<file path="src/rtl/multi_adder_with_flow_control_if.sv">
`default_nettype none
// ============================================================================
//  Module   : multi_adder_with_flow_control_if
//  Brief    : Handshake bundle for the N-input adder: per-channel inputs and
//             the single summed output stream.
//  Revision : 1.0  initial release
// ============================================================================
interface multi_adder_with_flow_control_if #(
    parameter int WIDTH = 8,
    parameter int N_IN  = 4,
    parameter int SW    = WIDTH + $clog2(N_IN)
);
    logic [N_IN-1:0]       in_vld;
    logic [N_IN-1:0]       in_rdy;
    logic [N_IN*WIDTH-1:0] in_data;
    logic                  sum_vld;
    logic                  sum_rdy;
    logic [SW-1:0]         sum_data;

    modport master (
        output in_vld, in_data, sum_rdy,
        input  in_rdy, sum_vld, sum_data
    );

    modport slave (
        input  in_vld, in_data, sum_rdy,
        output in_rdy, sum_vld, sum_data
    );
endinterface
`default_nettype wire

</file>
<file path="src/rtl/multi_adder_with_flow_control.sv">
`default_nettype none
// ============================================================================
//  Module   : multi_adder_with_flow_control
//  Brief    : N-input adder; 2-entry skid buffer per channel, join stage that
//             adds one item from every channel, output FIFO of OUT_DEPTH sums.
//  Revision : 1.0  initial release
// ============================================================================
module multi_adder_with_flow_control #(
    parameter int WIDTH     = 8,
    parameter int N_IN      = 4,
    parameter int OUT_DEPTH = 2,
    parameter int SIGNED    = 0
) (
    input  wire logic                   clk,
    input  wire logic                   rst,
    multi_adder_with_flow_control_if.slave bus
);
    localparam int SW = WIDTH + $clog2(N_IN);
    localparam int AW = $clog2(OUT_DEPTH);

    logic [N_IN-1:0]  w_push;
    logic [N_IN-1:0]  w_skid_nonempty;
    logic [N_IN-1:0]  w_in_rdy;
    logic [WIDTH-1:0] w_head [N_IN];
    logic             w_fire;
    logic             w_pop;
    logic             w_fifo_full;
    logic             w_fifo_empty;
    logic [SW-1:0]    w_sum;

    logic [SW-1:0]    r_fifo [OUT_DEPTH];
    logic [AW:0]      r_fifo_wp;
    logic [AW:0]      r_fifo_rp;

    for (genvar i = 0; i < N_IN; i++) begin : g_ch
        logic [WIDTH-1:0] r_mem [2];
        logic             r_wp;
        logic             r_rp;
        logic [1:0]       r_cnt;
        logic             r_rdy;
        logic [1:0]       w_cnt_nxt;

        assign w_push[i]          = bus.in_vld[i] & r_rdy;
        assign w_skid_nonempty[i] = (r_cnt != 2'd0);
        assign w_head[i]          = r_mem[r_rp];
        assign w_in_rdy[i]        = r_rdy;

        always_comb begin
            w_cnt_nxt = r_cnt;
            if (w_push[i] && !w_fire) begin
                w_cnt_nxt = r_cnt + 2'd1;
            end else if (!w_push[i] && w_fire) begin
                w_cnt_nxt = r_cnt - 2'd1;
            end
        end

        // Ready is a pure register: looks one cycle ahead at the next count.
        always_ff @(posedge clk or negedge rst) begin
            if (!rst) begin
                r_mem[0] <= '0;
                r_mem[1] <= '0;
                r_wp     <= 1'b0;
                r_rp     <= 1'b0;
                r_cnt    <= 2'd0;
                r_rdy    <= 1'b0;
            end else begin
                if (w_push[i]) begin
                    r_mem[r_wp] <= bus.in_data[i*WIDTH +: WIDTH];
                    r_wp        <= ~r_wp;
                end
                if (w_fire) begin
                    r_rp <= ~r_rp;
                end
                r_cnt <= w_cnt_nxt;
                r_rdy <= (w_cnt_nxt != 2'd2);
            end
        end
    end

    always_comb begin
        w_sum = '0;
        for (int i = 0; i < N_IN; i++) begin
            if (SIGNED != 0) begin
                w_sum = w_sum + {{(SW-WIDTH){w_head[i][WIDTH-1]}}, w_head[i]};
            end else begin
                w_sum = w_sum + {{(SW-WIDTH){1'b0}}, w_head[i]};
            end
        end
    end

    assign w_fifo_empty = (r_fifo_wp == r_fifo_rp);
    assign w_fifo_full  = (r_fifo_wp[AW] != r_fifo_rp[AW]) &&
                          (r_fifo_wp[AW-1:0] == r_fifo_rp[AW-1:0]);
    assign w_pop        = !w_fifo_empty && bus.sum_rdy;
    // A pop in the same cycle frees the slot the join is about to fill.
    assign w_fire       = (&w_skid_nonempty) && (!w_fifo_full || w_pop);

    always_ff @(posedge clk or negedge rst) begin
        if (!rst) begin
            for (int k = 0; k < OUT_DEPTH; k++) begin
                r_fifo[k] <= '0;
            end
            r_fifo_wp <= '0;
            r_fifo_rp <= '0;
        end else begin
            if (w_fire) begin
                r_fifo[r_fifo_wp[AW-1:0]] <= w_sum;
                r_fifo_wp                 <= r_fifo_wp + 1'b1;
            end
            if (w_pop) begin
                r_fifo_rp <= r_fifo_rp + 1'b1;
            end
        end
    end

    assign bus.in_rdy   = w_in_rdy;
    assign bus.sum_vld  = !w_fifo_empty;
    assign bus.sum_data = w_fifo_empty ? '0 : r_fifo[r_fifo_rp[AW-1:0]];

endmodule
`default_nettype wire

</file>
<file path="src/flat_wrapper.sv">
// flat-port wrapper written by rule: the top's interface ports become plain ports
module multi_adder_with_flow_control_flat 
#(
    parameter int WIDTH     = 8,
    parameter int N_IN      = 4,
    parameter int OUT_DEPTH = 2,
    parameter int SIGNED    = 0
)
  (clk, rst, bus_in_vld, bus_in_data, bus_sum_rdy, bus_in_rdy, bus_sum_vld, bus_sum_data);
  multi_adder_with_flow_control_if #(.WIDTH(WIDTH), .N_IN(N_IN)) bus_i ();
  input  wire logic clk;
  input  wire logic rst;
  input wire logic [$bits(bus_i.in_vld)-1:0] bus_in_vld;
  input wire logic [$bits(bus_i.in_data)-1:0] bus_in_data;
  input wire logic [$bits(bus_i.sum_rdy)-1:0] bus_sum_rdy;
  output wire logic [$bits(bus_i.in_rdy)-1:0] bus_in_rdy;
  output wire logic [$bits(bus_i.sum_vld)-1:0] bus_sum_vld;
  output wire logic [$bits(bus_i.sum_data)-1:0] bus_sum_data;
  assign bus_i.in_vld = bus_in_vld;
  assign bus_i.in_data = bus_in_data;
  assign bus_i.sum_rdy = bus_sum_rdy;
  assign bus_in_rdy = bus_i.in_rdy;
  assign bus_sum_vld = bus_i.sum_vld;
  assign bus_sum_data = bus_i.sum_data;
  multi_adder_with_flow_control #(.WIDTH(WIDTH), .N_IN(N_IN), .OUT_DEPTH(OUT_DEPTH), .SIGNED(SIGNED)) u_core (.clk(clk), .rst(rst), .bus(bus_i));
endmodule
</file>
<file path="config.mk">
export PLATFORM = sky130hd
export DESIGN_NAME = multi_adder_with_flow_control_flat
export DESIGN_NICKNAME = d
export VERILOG_FILES = /design/src/rtl/multi_adder_with_flow_control_if.sv /design/src/rtl/multi_adder_with_flow_control.sv /design/src/flat_wrapper.sv
export SDC_FILE = /design/constraint.sdc
export NUM_CORES = 1
export LEC_CHECK = 0
export BUFFER_PORTS_ARGS = -buffer_cell sky130_fd_sc_hd__buf_2
export CORE_MARGIN = 1
export CORE_UTILIZATION = 55
export DETAILED_ROUTE_END_ITERATION = 12
export PLACE_DENSITY = 0.74
export REMOVE_ABC_BUFFERS = 1
export SYNTH_ARGS = -nofsm -noshare
export SYNTH_HDL_FRONTEND = slang
export SYNTH_SLANG_ARGS = --single-unit
</file>
<file path="constraint.sdc">
create_clock -name clk -period 6.3 [get_ports clk]
set_input_delay 0.63 -clock clk [delete_from_list [all_inputs] [get_ports clk]]
set_output_delay 0.63 -clock clk [all_outputs]
set_load 0.03 [all_outputs]
</file>
==> impl_metrics.toml <==
[grt]
overflow = 0
grt_start_max_net_pins = 61
antenna_found_initial = 0
grt_pass1_vias = 3773
grt_use_total_pct = 21.9
grt_pass1_wl_mm = 18.8

[yosys]
syn-instance-count = 489
ys_types = 54
synth_area_sq_um = 5910
yosysTopAreaCellShare_pct = 45.7
synthTopCellsByArea = "dfrtp_1, mux2_2, mux2_1"
yosys_warnings = 0
yosysMostFrequentCell = "dfrtp_1"
synth_flop_cell = "dfrtp_1"
synth_xor_area_share_pct = 4.00
synthTopCellsByCount = "dfrtp_1, mux2_2, nand2_1, inv_1"
synth_mux_area_share_pct = 21.0
async_flop_share_pct = 100
synth-compound-area-share_pct = 8.80
synthAdderAreaFrac_pct = 7.62
synth_seq_cells = 108
synth_top_area_cell = "dfrtp_1"
synthSimpleGateAreaFrac_pct = 8.63
avgSynthCellArea_sq_um = 12.1
synth_edf_count = 0
synth_top_family_by_area = "multiplexers"
synth-seq-area-share_pct = 45.7

[placed_design]
port_buffers = 53
dp_hpwl_mm = 8.46
gp_congestion = 0.828
dp_slack_ns = 2.05
place_area_sq_um = 6230

[final_layout]
design_area_sq_um = 6470
multi_input_area_sq_um = 2960
seq_area_sq_um = 2700
nets = 601
final_layout_size_suffix_gt1_share_pct = 28.5
area_growth_pct = 9.50
fillers = 836
antenna_cells = 0

[sta]
hold_viol_final = 0
tns_ns = 0
rsz0062_at_grt = "false"
period_share_pct = 67.8
finalCriticalPeriod_ns = 4.27
fin_skew_ns = 0.00997
setup_viol = 0
fmax_mhz = 234
maxSlewHeadroom_pct = 37.0
final-max-slew-violation-count = 0
worst_pin_slew_ns = 0.940
fin_ws_ns = 2.03

[clocking]
cts_setup_buffers = 0
cts_tree = "yes"
clk_transition_reported_paths_ns = 0.11
h-tree-depth = 3
clk_latency_ns = 0.38
cts.sinks = 108
root_buffer = "clkbuf_8"
holdBufCountCts = 0
numCtsBuffers = 9
cts_max_path_buffers = 2
cts.repair.resized = 0

[drt]
num_vias = 3795
wire_per_inst_um = 17.1
drt-initial-drc-count = 139
wl_mm = 11.5
first_pass_iters = 4
ant_nets = 0
via_per_inst = 5.64
route.detailed.drc = 0

[hold_path]
hold_path_class = "input port to async pin"

[setup_path]
startpoint_type = "flop"
worstPathArrival_ns = 4.57
required_ns = 6.59
critical_path_class = "flop to flop"
path_max_fanout = 9
max_stage_delay_ns = 0.56
worst_setup_path_end_kind = "flop"
cp_cell_sequence = "mux2_2, ha_1, fa_1, a21o_1, a21o_1, a311oi_1, xor2_1, fa_1, inv_1, ha_1, or3_1, and4_1, o31ai_1"
crit_path_top_delay_cell = "dfrtp_1"

[die]
die_h_um = 106
coreArea_sq_um = 10400
rows = 37
ios = 54
initial_utilization_pct = 57.0
die_w_um = 106
die_area_sq_um = 11200

[outcome]
outcome = "complete, no violations"

[run]
maxCapViolCount = 0
==> per-layer routing <==
metal  wire, um  track usage [%]  part of all wire (%)  vias up
li1           -                -                     -     1824
met1       5570             31.4                    48     1889
met2       5330             33.5                    46       65
met3        366             3.40                   3.2       17
met4        221             8.73                   1.9        0
met5          0                0                     0        -
==> final cells by class <==
class,count,share of cell area (%)
Clock inverter,7,1.87
Inverter,31,1.80
Clock buffer,9,1.91
Multi-Input combinational cell,327,45.7
Timing Repair Buffer,55,4.37
Tap cell,136,2.63
Sequential cell,108,41.7
==> per-stage QoR <==
step / cells / hold WS (ns) / utilization, %
global route: 673 / 0.295 / 62.4
CTS: 673 / 0.267 / 62.4
finish: 673 / 0.256 / 62.4
detailed placement: 657 / 0.470 / 60.1
global placement: 657 / 0.462 / 60.1
floorplan: 466 / 0.334 / -
==> final timing paths <==
| check | startpoint | endpoint | slack [ns] | depth (start not counted) |
|---|---|---|---|---|
| max in group asynchronous | rst | u_core.g_ch[3].r_mem[14] | 4.86 | 2 |
| min reg2reg | u_core.r_fifo[13] | u_core.r_fifo[13] | 0.49 | 2 |
| max reg2reg | u_core.g_ch[1].r_rp | u_core.r_fifo[18] | 2.03 | 13 |
| max | u_core.g_ch[1].r_rp | u_core.r_fifo[18] | 2.03 | 13 |
| min | rst | u_core.g_ch[1].r_wp | 0.26 | 1 |
| min in group clk | bus_in_data[10] | u_core.g_ch[1].r_mem[10] | 0.47 | 2 |
==> cells by family after synthesis <==
family,after synthesis
mux,113
compound gates,64
flops,108
simple gates,96
buf+inv,54
xor+xnor,24
fa+ha+maj,30
==> critical path, delay by kind of cell (launching register included) <==
family	cells	cell delay, ns
simple gates	2	0.61
fa+ha+maj	4	1.51
compound gates	4	0.94
xor+xnor	1	0.14
mux	1	0.40
buf+inv	1	0.04
flops	1	0.56
==> sequential cells by signal, summed over array words and instances (netlist names) <==
| name | flops |
|---|---|
| u_core.g_ch.r_mem | 64 |
| u_core.r_fifo | 20 |
| u_core.g_ch.r_cnt | 8 |
| u_core.g_ch.r_rdy | 4 |
| u_core.g_ch.r_rp | 4 |
| u_core.g_ch.r_wp | 4 |
| u_core.r_fifo_rp | 2 |
| u_core.r_fifo_wp | 2 |
==> layout by cell type, fill, tap and decap left out, drive strengths merged, types with 3 or more instances in the layout <==
cell type	n
buf	55
bufinv	3
nor2	21
mux2i	26
and2	5
xor2	6
dfrtp	108
ha	20
o21ai	9
a21oi	11
nand2b	3
inv	33
o31ai	8
nand2	37
a311oi	4
nand3	3
nor3b	3
fa	10
clkbuf	9
o31a	3
or2	4
o211ai	4
nor4b	3
xnor2	18
nor3	4
o311ai	10
mux2	87
a31oi	3
nor4	5
a21o	3
or3	3
Power is not shown: default switching activity piles up to over one toggle a cycle in this logic, so the estimate is an artifact.
